==> src/rtl/ex_mem_lsu.sv <==
`default_nettype none
// ============================================================================
//  Module      : ex_mem_lsu
//  Description : EX->MEM pipeline register fused with the load/store unit.
//                Captures one instruction from EX, runs a req/gnt/rvalid
//                data-memory transaction for loads and stores, then hands
//                the finished instruction to MEM/WB via valid/allowin.
//                Optional misalignment trap: define LSU_MISALIGN_CHK_EN.
//  Revision    : 1.0 - initial release
// ============================================================================
module ex_mem_lsu #(
    parameter int XLEN  = 32,
    parameter int RF_AW = 5
) (
    input  logic             clk,
    input  logic             rst_n,
    // EX side
    input  logic             ex_valid,
    output logic             ex_allowin,
    input  logic [XLEN-1:0]  ex_pc,
    input  logic [XLEN-1:0]  ex_inst,
    input  logic             ex_req_rf,
    input  logic [RF_AW-1:0] ex_rf_waddr,
    input  logic [XLEN-1:0]  ex_alu_result,
    input  logic [1:0]       ex_mem_op,
    input  logic [1:0]       ex_mem_size,
    input  logic             ex_load_unsigned,
    input  logic [XLEN-1:0]  ex_store_data,
    // data-memory bus
    output logic             dmem_req,
    output logic             dmem_we,
    output logic [XLEN-1:0]  dmem_addr,
    output logic [XLEN-1:0]  dmem_wdata,
    output logic [3:0]       dmem_wstrb,
    input  logic             dmem_gnt,
    input  logic             dmem_rvalid,
    input  logic [XLEN-1:0]  dmem_rdata,
    // MEM/WB side
    output logic             ex_mem_valid,
    input  logic             mem_allowin,
    output logic [XLEN-1:0]  mem_pc,
    output logic [XLEN-1:0]  mem_inst,
    output logic             mem_req_rf,
    output logic [RF_AW-1:0] mem_rf_waddr,
    output logic [XLEN-1:0]  mem_wb_data,
    output logic             mem_misalign
);

    localparam logic [1:0] c_S_IDLE   = 2'd0;
    localparam logic [1:0] c_S_REQ    = 2'd1;
    localparam logic [1:0] c_S_WAIT   = 2'd2;
    localparam logic [1:0] c_S_DONE   = 2'd3;

    localparam logic [1:0] c_OP_LOAD  = 2'b01;
    localparam logic [1:0] c_OP_STORE = 2'b10;

    localparam logic [1:0] c_SZ_BYTE  = 2'b00;
    localparam logic [1:0] c_SZ_HALF  = 2'b01;

    logic [1:0]       r_state;
    logic [1:0]       w_state_nxt;

    logic             r_ms_valid;
    logic [XLEN-1:0]  r_pc;
    logic [XLEN-1:0]  r_inst;
    logic             r_req_rf;
    logic [RF_AW-1:0] r_rf_waddr;
    logic [XLEN-1:0]  r_addr;
    logic             r_is_load;
    logic             r_is_store;
    logic [1:0]       r_size;
    logic             r_load_unsigned;
    logic [XLEN-1:0]  r_store_data;
    logic [XLEN-1:0]  r_wb_data;
    logic             r_misalign;

    logic             w_ex_is_load;
    logic             w_ex_is_store;
    logic             w_ex_is_mem;
    logic             w_ex_misalign;
    logic             w_is_mem;
    logic             w_ready_go;
    logic             w_capture;
    logic             w_release;
    logic             w_dmem_req;
    logic [XLEN-1:0]  w_load_data;
    logic [7:0]       w_ld_byte;
    logic [15:0]      w_ld_half;

    // Decode of the incoming operation; reserved op 11 behaves as no memory op.
    assign w_ex_is_load  = (ex_mem_op == c_OP_LOAD);
    assign w_ex_is_store = (ex_mem_op == c_OP_STORE);
    assign w_ex_is_mem   = w_ex_is_load | w_ex_is_store;

`ifdef LSU_MISALIGN_CHK_EN
    // Half needs addr[0]==0, word needs addr[1:0]==0; bytes are never misaligned.
    assign w_ex_misalign = w_ex_is_mem &
                           (((ex_mem_size == c_SZ_HALF) & ex_alu_result[0]) |
                            (ex_mem_size[1] & (ex_alu_result[1:0] != 2'b00)));
`else
    assign w_ex_misalign = 1'b0;
`endif

    assign w_is_mem   = r_is_load | r_is_store;
    assign w_ready_go = r_ms_valid & (~w_is_mem | (r_state == c_S_DONE));
    assign w_release  = w_ready_go & mem_allowin;
    assign ex_allowin = ~r_ms_valid | w_release;
    assign w_capture  = ex_valid & ex_allowin;

    // Pipeline payload register: capture from EX, release to MEM/WB, or hold.
    always_ff @(posedge clk) begin
        if (!rst_n) begin
            r_ms_valid      <= 1'b0;
            r_pc            <= '0;
            r_inst          <= '0;
            r_req_rf        <= 1'b0;
            r_rf_waddr      <= '0;
            r_addr          <= '0;
            r_is_load       <= 1'b0;
            r_is_store      <= 1'b0;
            r_size          <= 2'b00;
            r_load_unsigned <= 1'b0;
            r_store_data    <= '0;
            r_wb_data       <= '0;
            r_misalign      <= 1'b0;
        end else if (w_capture) begin
            r_ms_valid      <= 1'b1;
            r_pc            <= ex_pc;
            r_inst          <= ex_inst;
            r_req_rf        <= ex_req_rf;
            r_rf_waddr      <= ex_rf_waddr;
            r_addr          <= ex_alu_result;
            r_is_load       <= w_ex_is_load;
            r_is_store      <= w_ex_is_store;
            r_size          <= ex_mem_size;
            r_load_unsigned <= ex_load_unsigned;
            r_store_data    <= ex_store_data;
            // ALU result doubles as the faulting address on a misaligned trap.
            r_wb_data       <= ex_alu_result;
            r_misalign      <= w_ex_misalign;
        end else begin
            if (w_release) begin
                r_ms_valid <= 1'b0;
            end
            if ((r_state == c_S_WAIT) && dmem_rvalid) begin
                r_wb_data <= w_load_data;
            end
        end
    end

    // FSM state register.
    always_ff @(posedge clk) begin
        if (!rst_n) begin
            r_state <= c_S_IDLE;
        end else begin
            r_state <= w_state_nxt;
        end
    end

    // FSM next-state logic; a capture always restarts from the new instruction.
    always_comb begin
        w_state_nxt = r_state;
        if (w_capture) begin
            w_state_nxt = w_ex_is_mem ? c_S_REQ : c_S_IDLE;
        end else begin
            case (r_state)
                c_S_REQ: begin
                    if (r_misalign) begin
                        w_state_nxt = c_S_DONE;
                    end else if (dmem_gnt) begin
                        w_state_nxt = r_is_store ? c_S_DONE : c_S_WAIT;
                    end
                end
                c_S_WAIT: begin
                    if (dmem_rvalid) begin
                        w_state_nxt = c_S_DONE;
                    end
                end
                c_S_DONE: begin
                    if (mem_allowin) begin
                        w_state_nxt = c_S_IDLE;
                    end
                end
                default: w_state_nxt = c_S_IDLE;
            endcase
        end
    end

    // Load extraction: pick the addressed byte/half, then sign/zero-extend.
    assign w_ld_byte = dmem_rdata[{r_addr[1:0], 3'b000} +: 8];
    assign w_ld_half = dmem_rdata[{r_addr[1], 4'b0000} +: 16];

    always_comb begin
        w_load_data = dmem_rdata;
        if (r_size == c_SZ_BYTE) begin
            w_load_data = r_load_unsigned ? {{(XLEN-8){1'b0}}, w_ld_byte}
                                          : {{(XLEN-8){w_ld_byte[7]}}, w_ld_byte};
        end else if (r_size == c_SZ_HALF) begin
            w_load_data = r_load_unsigned ? {{(XLEN-16){1'b0}}, w_ld_half}
                                          : {{(XLEN-16){w_ld_half[15]}}, w_ld_half};
        end
    end

    // Bus drive: request only in REQ for an aligned access; fields zero otherwise.
    assign w_dmem_req = (r_state == c_S_REQ) & ~r_misalign;
    assign dmem_req   = w_dmem_req;

    always_comb begin
        dmem_we    = 1'b0;
        dmem_addr  = '0;
        dmem_wdata = '0;
        dmem_wstrb = 4'b0000;
        if (w_dmem_req) begin
            dmem_we   = r_is_store;
`ifdef LSU_MISALIGN_CHK_EN
            dmem_addr = r_addr;
`else
            // Without the trap, low bits below the access size are dropped.
            if (r_size == c_SZ_BYTE) begin
                dmem_addr = r_addr;
            end else if (r_size == c_SZ_HALF) begin
                dmem_addr = {r_addr[XLEN-1:1], 1'b0};
            end else begin
                dmem_addr = {r_addr[XLEN-1:2], 2'b00};
            end
`endif
            if (r_is_store) begin
                if (r_size == c_SZ_BYTE) begin
                    dmem_wdata = {(XLEN/8){r_store_data[7:0]}};
                    dmem_wstrb = 4'b0001 << r_addr[1:0];
                end else if (r_size == c_SZ_HALF) begin
                    dmem_wdata = {(XLEN/16){r_store_data[15:0]}};
                    dmem_wstrb = r_addr[1] ? 4'b1100 : 4'b0011;
                end else begin
                    dmem_wdata = r_store_data;
                    dmem_wstrb = 4'b1111;
                end
            end
        end
    end

    // MEM/WB side outputs, forced to zero while the stage is empty.
    assign ex_mem_valid = w_ready_go;
    assign mem_pc       = r_ms_valid ? r_pc : '0;
    assign mem_inst     = r_ms_valid ? r_inst : '0;
    assign mem_rf_waddr = r_ms_valid ? r_rf_waddr : '0;
    assign mem_req_rf   = r_ms_valid & r_req_rf & ~r_is_store & ~r_misalign;
    assign mem_wb_data  = r_ms_valid ? r_wb_data : '0;

`ifdef LSU_MISALIGN_CHK_EN
    assign mem_misalign = w_ready_go & r_misalign;
`else
    assign mem_misalign = 1'b0;
`endif

endmodule
`default_nettype wire
==> config.mk <==
export PLATFORM = sky130hd
export DESIGN_NAME = ex_mem_lsu
export DESIGN_NICKNAME = d
export VERILOG_FILES = /design/src/rtl/ex_mem_lsu.sv
export SDC_FILE = /design/constraint.sdc
export NUM_CORES = 1
export LEC_CHECK = 0
export ABC_AREA = 1
export CORE_MARGIN = 4
export CORE_UTILIZATION = 39
export DETAILED_ROUTE_END_ITERATION = 8
export DONT_BUFFER_PORTS = 1
export SYNTH_ARGS = -nofsm -noshare
export SYNTH_HDL_FRONTEND = slang
export SYNTH_SLANG_ARGS = --single-unit
==> constraint.sdc <==
create_clock -name clk -period 2 [get_ports clk]
set_input_delay 0.2 -clock clk [delete_from_list [all_inputs] [get_ports clk]]
set_output_delay 0.2 -clock clk [all_outputs]
set_load 0.005 [all_outputs]
==> flow_summary.yaml, run 1 <==
yosys:
  ys_ff_latch: 174
  synthAdderAreaFrac: 0.00689
  synth.area.mux_share: 0
  synthSimpleGateAreaFrac: 0.315
  synth-compound-area-share: 0.142
  synth-edff-count: 0
  syn_nets: 1642
  seq_area_frac_synth: 0.384
  synth.cell_area_um2: 9080
  syn-mean-instance-area_um2: 6.22
  synth_ff_type: "dfxtp_1"
  synth_cells: 1460
  yosys.area.top_type: "dfxtp_1"
  synth_warnings: 0
  async_reset_ff_frac: 0
  synth.most_common_cell: "nand2_1"
  yosysTopAreaCellShare: 0.384
  yosys-top-cells-count: "nand2_1 (386), nor2_1 (241), inv_1 (224)"
  ys_types: 33
  synth_xor_area_frac: 0
  synth_area_leaders: "dfxtp_1 (38%), nand2_1 (16%), nor2_1 (10%)"
  synth_top_family_by_area: "simple AND/OR/NAND/NOR gates"
placement:
  finalWeightedCongestion: 0.889
  place_hpwl_mm: 21.2
  portBuffers: 0
clock_network:
  cts_tree: "built"
  clk-insertion-delay-late_ns: 0.43
  clock-root-buffer: "clkbuf_16"
  clock_path_buffers: 2
  cts_num_sinks: 174
  clkTransAtPathRegs_ns: 0.08
  cts-htree-levels: 4
  numCtsBuffers: 17
die:
  die_y_um: 161
  ios: 352
  num_rows: 55
  fp.coreArea_um2: 22800
  die_area_um2: 25800
  initial_core_util: 0.399
  die-width_um: 161
global_routing:
  antenna_found_initial: 2
  track_usage: 0.232
  grt_pass1_wl_mm: 48.3
  grt_max_degree: 142
  grt_overflow_total: 0
  first_global_vias: 8818
power:
  vdd_drop_max_mv: 0.469
  swShare: 0.319
  p_leak_nw: 6.09
  p_total_w: 0.00901
  pwr-share-comb: 0.192
  internal_power_w: 0.00614
  powerDensity_nw_per_um2: 797
  netSwitchingPower_w: 0.00288
  seqPwrFrac: 0.437
  clkPwrFrac: 0.371
sta:
  hold_viol: 10
  fmax_ghz: 0.520
  hold_ws_ns: -0.0244
  rsz0062_at_grt: "true"
  fin_crit_ns: 1.92
  slew_headroom: 0.548
  setup_viol: 0
  finalCritPeriodShare: 0.961
  clock-skew-final_ns: 0.0176
  worst_slew_pin_slew_ns: 0.676
  finalMaxSlewViolations: 0
setup_path:
  slowest_delay_ns: 0.37
  worstPathArrival_ns: 1.72
  worstPathCellList: "buf_4 > nor2_2 > nor3_1 > buf_4"
  cpMaxStageDelayCell: "dfxtp_1"
  setup.worst_path.start_class: "flop"
  crit_required_ns: 1.80
  path_max_fanout: 35
  critPathKind: "reg -> out"
  endpoint_kind: "output pin"
  path_common_cell: "buf_4"
status:
  outcome: "finished, violations left"
  violations: "negative hold slack"
route:
  viasPerCell: 5.01
  vias: 9392
  ant_nets: 0
  wl_per_cell_um: 17.1
  drc: 0
  dr.pass1.iters: 6
  drt-total-wl_mm: 32.1
  drt-initial-drc-count: 709
finish:
  nNetsFinal: 1729
  drive_gt1_frac: 0.0667
  syn_to_final_growth_pct: 24.5
run:
  drv_cap: 0
hold_path:
  hold_path_class: "in -> reg"
[power groups by stage]
stage / registers, W / clock network, W / logic [W]
after floorplan: 0.00396 / 0 / 0.00118
final: 0.00394 / 0.00335 / 0.00173
after CTS: 0.00393 / 0.00343 / 0.00155
after global routing: 0.00397 / 0.00358 / 0.00196
after global placement: 0.00400 / 0 / 0.00144
after detailed placement: 0.00401 / 0 / 0.00146
[layer usage]
metal  part of all wire  vias to the layer above  track usage
met5                  0                        -            0
met4              0.019                        0       0.0657
met1               0.41                     4370        0.281
li1                   -                     4581            -
met2               0.49                      399        0.394
met3              0.082                       42       0.0760
[flip-flops by register name (all words and copies together), names as in the netlist]
register and flops:
r_ms_valid 1, r_rf_waddr 5, r_wb_data 32, r_addr 32, r_size 2, r_inst 32, r_state 2, r_is_store 1
r_req_rf 1, r_is_load 1, r_pc 32, r_load_unsigned 1, r_store_data 32
[cell families after synthesis]
family | Yosys count
buf+inv | 329
flops | 174
compound gates | 244
simple gates | 707
fa+ha+maj | 5
other cells | 1
[what timing repair did]
action | in CTS | in global routing
gates resized for setup | 2 | 11
buffers inserted | 3 | 0
hold buffers | 52 | 81
endpoints found under the hold margin | 171 | 121
setup endpoints to repair | 3 | 55
[final timing paths]
kind / startpoint / slack (ns) / to / cells after the start
max reg2reg: r_state[1]$_SDFFE_PN0P_ / 0.17 / r_state[0]$_SDFFE_PN0P_ / 11
min reg2reg: r_addr[24]$_SDFFE_PN0P_ / 0.47 / r_addr[24]$_SDFFE_PN0P_ / 2
min: ex_pc[22] / -0.02 / r_pc[22]$_SDFFE_PN0P_ / 2
max: r_size[1]$_SDFFE_PN0P_ / 0.08 / dmem_wstrb[0] / 4
[through the flow]
stage / worst slack [ns] / setup TNS (ns) / std cells / instance area (um^2) / utilization
detailed placement: 0.119 / 0 / 1705 / 9310 / 0.409
floorplan: 0.361 / 0 / 1460 / 9080 / -
global route: -0.0261 / -0.0261 / 1874 / 11300 / 0.496
global placement: 0.163 / 0 / 1705 / 9310 / 0.409
CTS: 0.00367 / 0 / 1792 / 10400 / 0.459
finish: 0.0782 / 0 / 1874 / 11300 / 0.496
[cell usage in the layout (no fill, tap or decap), types with 2 or more instances in the layout]
cell             n
a21oi_2          3
inv_6            2
a22o_1           8
o21ai_1          4
clkbuf_16       17
nand2_4          4
inv_8            4
o211ai_1         8
dlygate4sd3_1  132
dfxtp_2          2
nand2_2         13
o21ai_0        144
ha_1             5
inv_1          223
nor3_1           4
a21oi_1         76
nand3_1         35
clkinv_8         2
nand2_1        385
nor2_2           2
clkinv_4         5
inv_4            2
buf_4           24
inv_2            2
nand3b_1        16
buf_6            2
buf_12           9
nor2_1         241
dfxtp_1        171
[cell type report]
class	instances	area, um^2
Fill cell	2328	11500
Multi-Input combinational cell	957	4240
Sequential cell	174	3490
Timing Repair Buffer	168	1730
Inverter	229	868
Clock buffer	18	439
Tap cell	313	392
Clock inverter	14	144
Antenna cell	1	2.50
[critical path, delay by kind of cell, from the launching register on]
| kind | cells | cell delay, ns |
|---|---|---|
| buffers and inverters | 2 | 0.53 |
| DFF | 1 | 0.37 |
| and+or+nand+nor | 2 | 0.40 |
No activity file was read; power rests on OpenSTA's default activity.
==> inputs of run 2 (changes only) <==
Settings changed: CORE_AREA from default to 4 4 136 138, CORE_MARGIN 4 to default, CORE_UTILIZATION 39 to default, DIE_AREA from default to 0 0 140 142, PLACE_DENSITY from default to 0.68.
==> flow_summary.yaml, run 2 (synthesis gave the netlist of run 1 again) <==
status:
  violations: "negative hold slack"
  outcome: "finished, violations left"
setup_path:
  worstPathCellList: "buf_4 > nand2_2 > inv_2 > buf_4 > a22o_1 > o21ai_1 > inv_1"
  worstPathArrival_ns: 1.72
  r2r_cells: 8
  slowest_delay_ns: 0.32
  crit_required_ns: 1.80
  setup.worst_path.start_class: "flop"
  cp_top_family: "buffers and inverters"
  path_max_fanout: 8
  critPathKind: "reg -> out"
  crit_buf_inv: 4
  reg2reg_to: "r_store_data[4]$_SDFFE_PN0P_"
  timing.rr.start: "r_state[0]$_SDFFE_PN0P_"
  path_common_cell: "buf_4"
  r2r_slack_ns: 0.13
  endpoint_kind: "output pin"
  cpMaxStageDelayCell: "dfxtp_1"
clock_network:
  clock_path_buffers: 2
  cts_num_sinks: 174
  clock-root-buffer: "clkbuf_16"
  cts-htree-levels: 4
  cts_setup_buffers: 0
  clkTransAtPathRegs_ns: 0.07
  clk-insertion-delay-late_ns: 0.43
  numCtsBuffers: 17
  cts_tree: "built"
die:
  num_rows: 48
  die_y_um: 142
  die_area_um2: 19900
  initial_core_util: 0.529
  fp.coreArea_um2: 17200
  die-width_um: 140
  ios: 352
route:
  viasPerCell: 5.33
  drc: 0
  wl_per_cell_um: 17.2
  drt-total-wl_mm: 30.5
  dr.pass1.iters: 7
  drt-initial-drc-count: 887
  vias: 9464
  ant_nets: 0
global_routing:
  track_usage: 0.278
  grt_pass1_wl_mm: 45.5
  grt_max_degree: 142
  grt_overflow_total: 0
  antenna_found_initial: 1
  first_global_vias: 8818
finish:
  drive_gt1_frac: 0.0672
  final_common_cell: "nand2_1"
  final_cell_mix: "nand2_1 (385), nor2_1 (241), inv_1 (222), dfxtp_1 (171), o21ai_0 (144)"
  multiInputGateArea_um2: 4260
  fin_area_um2: 11100
  syn_to_final_growth_pct: 22.5
  ff_latch_area_um2: 3490
  nNetsFinal: 1717
  fill_cells: 1579
hold_path:
  hold_path_class: "in -> reg"
  holdPathEnd: "r_store_data[26]$_SDFFE_PN0P_"
  min_from: "ex_store_data[26]"
  holdPathStages: 2
placement:
  portBuffers: 0
  finalWeightedCongestion: 0.938
  place_hpwl_mm: 19.3
  placed_area_um2: 9160
sta:
  worst_slew_pin_slew_ns: 0.513
  finalCritPeriodShare: 0.959
  hold_ws_ns: -0.0362
  rsz0062_at_grt: "false"
  finalMaxSlewViolations: 0
  hold_viol: 13
  clock-skew-final_ns: 0.0138
  fmax_ghz: 0.521
  setup_viol: 0
  slew_headroom: 0.657
  fin_crit_ns: 1.92
  finalSetupTns_ns: 0
run:
  drv_cap: 0
power:
  vdd_drop_max_mv: 0.596
  p_leak_nw: 6.05
  powerDensity_nw_per_um2: 823
run 2: cell types whose count changed in the layout (fill, tap and decap cells not counted), sizes merged:
cell | previous run | this run
bufinv | 0 | 2
inv | 233 | 238
diode | 1 | 2
dlygate4sd3 | 132 | 125
clkinvlp | 1 | 2
clkinv | 9 | 1
buf | 36 | 31
run 2: worst max-delay path by stage:
stage	start	to	depth (start not counted)
final	r_size[0]$_SDFFE_PN0P_	dmem_wdata[25]	7
after global routing	r_size[0]$_SDFFE_PN0P_	dmem_wdata[24]	7
after CTS	r_size[1]$_SDFFE_PN0P_	dmem_wdata[31]	6
after detailed placement	r_state[0]$_SDFFE_PN0P_	r_store_data[28]$_SDFFE_PN0P_	10
after global placement	r_state[1]$_SDFFE_PN0P_	r_store_data[23]$_SDFFE_PN0P_	10
after floorplan	r_state[0]$_SDFFE_PN0P_	dmem_wdata[23]	7
run 2: stage by stage:
step | util | instances | setup WS [ns] | power [W] | hold slack, ns
final | 0.648 | 1775 | 0.0820 | 0.00915 | -0.0362
after floorplan | - | 1460 | 0.361 | 0.00514 | 0.364
after detailed placement | 0.533 | 1614 | 0.182 | 0.00543 | 0.356
after global placement | 0.533 | 1614 | 0.215 | 0.00540 | 0.340
after global routing | 0.647 | 1774 | 0.00637 | 0.00957 | -0.000419
after CTS | 0.616 | 1724 | 0.00132 | 0.00903 | -0.0897
run 2: power breakdown:
group          leakage (nW)  internal [W]  switching (W)
registers              1.44       0.00377       0.000174
logic                  4.31      0.000658        0.00105
clock network         0.297       0.00193        0.00157
total                  6.05       0.00636        0.00279
run 2: repair_timing:
item                                    in CTS  in global routing
hold buffers                                78                 49
hold endpoints to repair                   170                 88
endpoints found under the setup margin      14                 15
gates resized for setup                     10                  8
pin swaps                                    2                  2
run 2: cell type report:
cell class | instances | area share
clock buffer | 18 | 0.0395
antenna | 2 | 0.000450
clock inverter | 14 | 0.0153
inverter | 229 | 0.0777
sequential | 174 | 0.314
timing repair buffer | 156 | 0.145
multi-input combinational | 957 | 0.383
tap | 225 | 0.0253
run 2: metal layers:
metal,vias up,part of all wire,track usage
li1,4554,-,-
met1,4353,0.40,0.340
met2,493,0.48,0.476
met3,64,0.097,0.0776
met4,0,0.025,0.0908
met5,-,0,0
==> inputs of run 3 (changes only) <==
Settings changed: PLACE_DENSITY 0.68 to 0.67.
==> flow_summary.yaml, run 3 (synthesis gave the netlist of run 1 again) <==
status:
  outcome: "finished, violations left"
  violations: "negative hold slack"
sta:
  slew_headroom: 0.663
  fin_crit_ns: 1.90
  finalCritPeriodShare: 0.949
  finalSetupTns_ns: 0
  hold_ws_ns: -0.0551
  worst_slew_pin_slew_ns: 0.505
  rsz0062_at_grt: "true"
  fmax_ghz: 0.527
  setup_viol: 0
  clock-skew-final_ns: 0.0101
  hold_viol: 9
  finalMaxSlewViolations: 0
finish:
  fill_cells: 1606
  nNetsFinal: 1722
  stdcell_count: 1777
  final_cell_mix: "nand2_1 (386), nor2_1 (241), inv_1 (224), dfxtp_1 (171), o21ai_0 (145)"
  antennaDiodeCount: 0
  utilization: 0.649
  syn_to_final_growth_pct: 22.7
  drive_gt1_frac: 0.0657
  final_common_cell: "nand2_1"
die:
  die-width_um: 140
  fp.coreArea_um2: 17200
  initial_core_util: 0.529
  num_rows: 48
  ios: 352
  die_y_um: 142
  die_area_um2: 19900
hold_path:
  holdPathEnd: "r_pc[7]$_SDFFE_PN0P_"
  min_from: "ex_pc[7]"
  hold_path_class: "in -> reg"
  holdPathStages: 2
power:
  seqPwrFrac: 0.439
  powerDensity_nw_per_um2: 804
  p_leak_nw: 6.07
  vdd_drop_max_mv: 0.588
  swShare: 0.305
  internal_power_w: 0.00623
  clkPwrFrac: 0.367
  netSwitchingPower_w: 0.00273
  pwr-share-comb: 0.194
placement:
  finalWeightedCongestion: 0.937
  placedCellCount: 1617
  place_hpwl_mm: 19.5
  portBuffers: 0
setup_path:
  slowest_delay_ns: 0.34
  timing.rr.start: "r_state[0]$_SDFFE_PN0P_"
  worstPathArrival_ns: 1.70
  setup.worst_path.start_class: "flop"
  r2r_cells: 10
  r2r_slack_ns: 0.16
  cp_top_family: "buffers and inverters"
  crit_buf_inv: 3
  path_max_fanout: 10
  cpMaxStageDelayCell: "dfxtp_1"
  worstPathCellList: "inv_1 > ha_4 > nand2_1 > inv_1 > buf_6 > o21ai_0 > a21oi_1"
  crit_required_ns: 1.80
  path_common_cell: "inv_1"
  critPathKind: "reg -> out"
  endpoint_kind: "output pin"
  reg2reg_to: "r_inst[5]$_SDFFE_PN0P_"
clock_network:
  cts_num_sinks: 174
  cts-htree-levels: 4
  clock_path_buffers: 2
  cts_setup_buffers: 0
  clock-root-buffer: "clkbuf_16"
  clkTransAtPathRegs_ns: 0.07
  numCtsBuffers: 17
  clk-insertion-delay-late_ns: 0.44
  cts_tree: "built"
route:
  ant_nets: 0
  drt-total-wl_mm: 30.2
  drt-initial-drc-count: 697
  dr.pass1.iters: 6
  wl_per_cell_um: 17.0
  viasPerCell: 5.33
  drc: 0
  vias: 9479
global_routing:
  grt_max_degree: 142
  grt_overflow_total: 0
  antenna_found_initial: 0
  track_usage: 0.269
  first_global_vias: 8172
  grt_pass1_wl_mm: 43.4
run:
  drv_cap: 0
-- run 3: how the worst max path moves through the flow --
stage,end,cells past startpoint,from,slack [ns]
3_3_place_gp,r_inst[0]$_SDFFE_PN0P_,10,r_state[1]$_SDFFE_PN0P_,0.17
2_1_floorplan,dmem_wdata[23],7,r_state[0]$_SDFFE_PN0P_,0.36
5_1_grt,dmem_wdata[29],7,r_size[1]$_SDFFE_PN0P_,-0.01
3_5_place_dp,r_rf_waddr[0]$_SDFFE_PN0P_,10,r_state[0]$_SDFFE_PN0P_,0.12
6_report,dmem_wdata[23],7,r_state[1]$_SDFFE_PN0P_,0.10
4_1_cts,dmem_wdata[27],7,r_size[1]$_SDFFE_PN0P_,0.03
-- run 3: what timing repair did --
action | 4_1_cts | 5_1_grt
hold buffers | 31 | 97
resized for setup | 2 | 14
hold endpoints to repair | 171 | 121
setup endpoints to repair | 5 | 70
gates cloned | 0 | 1
-- run 3: per-stage QoR --
stage               hold WS (ns)  cell area [um^2]  setup slack [ns]  power [W]
finish                   -0.0551             11100             0.101    0.00896
floorplan                  0.364              9080             0.361    0.00514
global route             -0.0219             11100           -0.0126    0.00937
CTS                       -0.113             10100            0.0286    0.00874
global placement           0.336              9180             0.174    0.00540
detailed placement         0.337              9180             0.119    0.00543
-- run 3: layout make-up --
cell class,instances,area (um^2),area share
Clock buffer,18,439,0.0394
Clock inverter,13,128,0.0115
Inverter,229,865,0.0776
Timing Repair Buffer,161,1690,0.152
Multi-Input combinational cell,957,4250,0.381
Sequential cell,174,3490,0.313
Tap cell,225,282,0.0253
-- run 3: metal layers --
| metal | up-vias | share of wire | GRT usage |
|---|---|---|---|
| li1 | 4574 | - | - |
| met1 | 4419 | 0.41 | 0.351 |
| met2 | 443 | 0.49 | 0.438 |
| met3 | 43 | 0.091 | 0.0800 |
| met4 | 0 | 0.017 | 0.0734 |
| met5 | - | 0 | 0 |
-- run 3: power groups by stage --
stage               registers, W  clock network (W)  logic [W]
floorplan                0.00396                  0    0.00118
global placement         0.00399                  0    0.00141
detailed placement       0.00400                  0    0.00143
CTS                      0.00392            0.00333    0.00149
global route             0.00396            0.00346    0.00195
finish                   0.00393            0.00328    0.00174
-- run 3: worst reg2reg max path: stages (launching register included) --
cell      delay, ns
dfxtp_2        0.35
ha_1           0.21
o21bai_2       0.19
nand2_1        0.10
nand2_4        0.09
nand2_8        0.15
inv_4          0.10
buf_16         0.18
buf_6          0.18
nor2_1         0.12
nor2_1         0.08
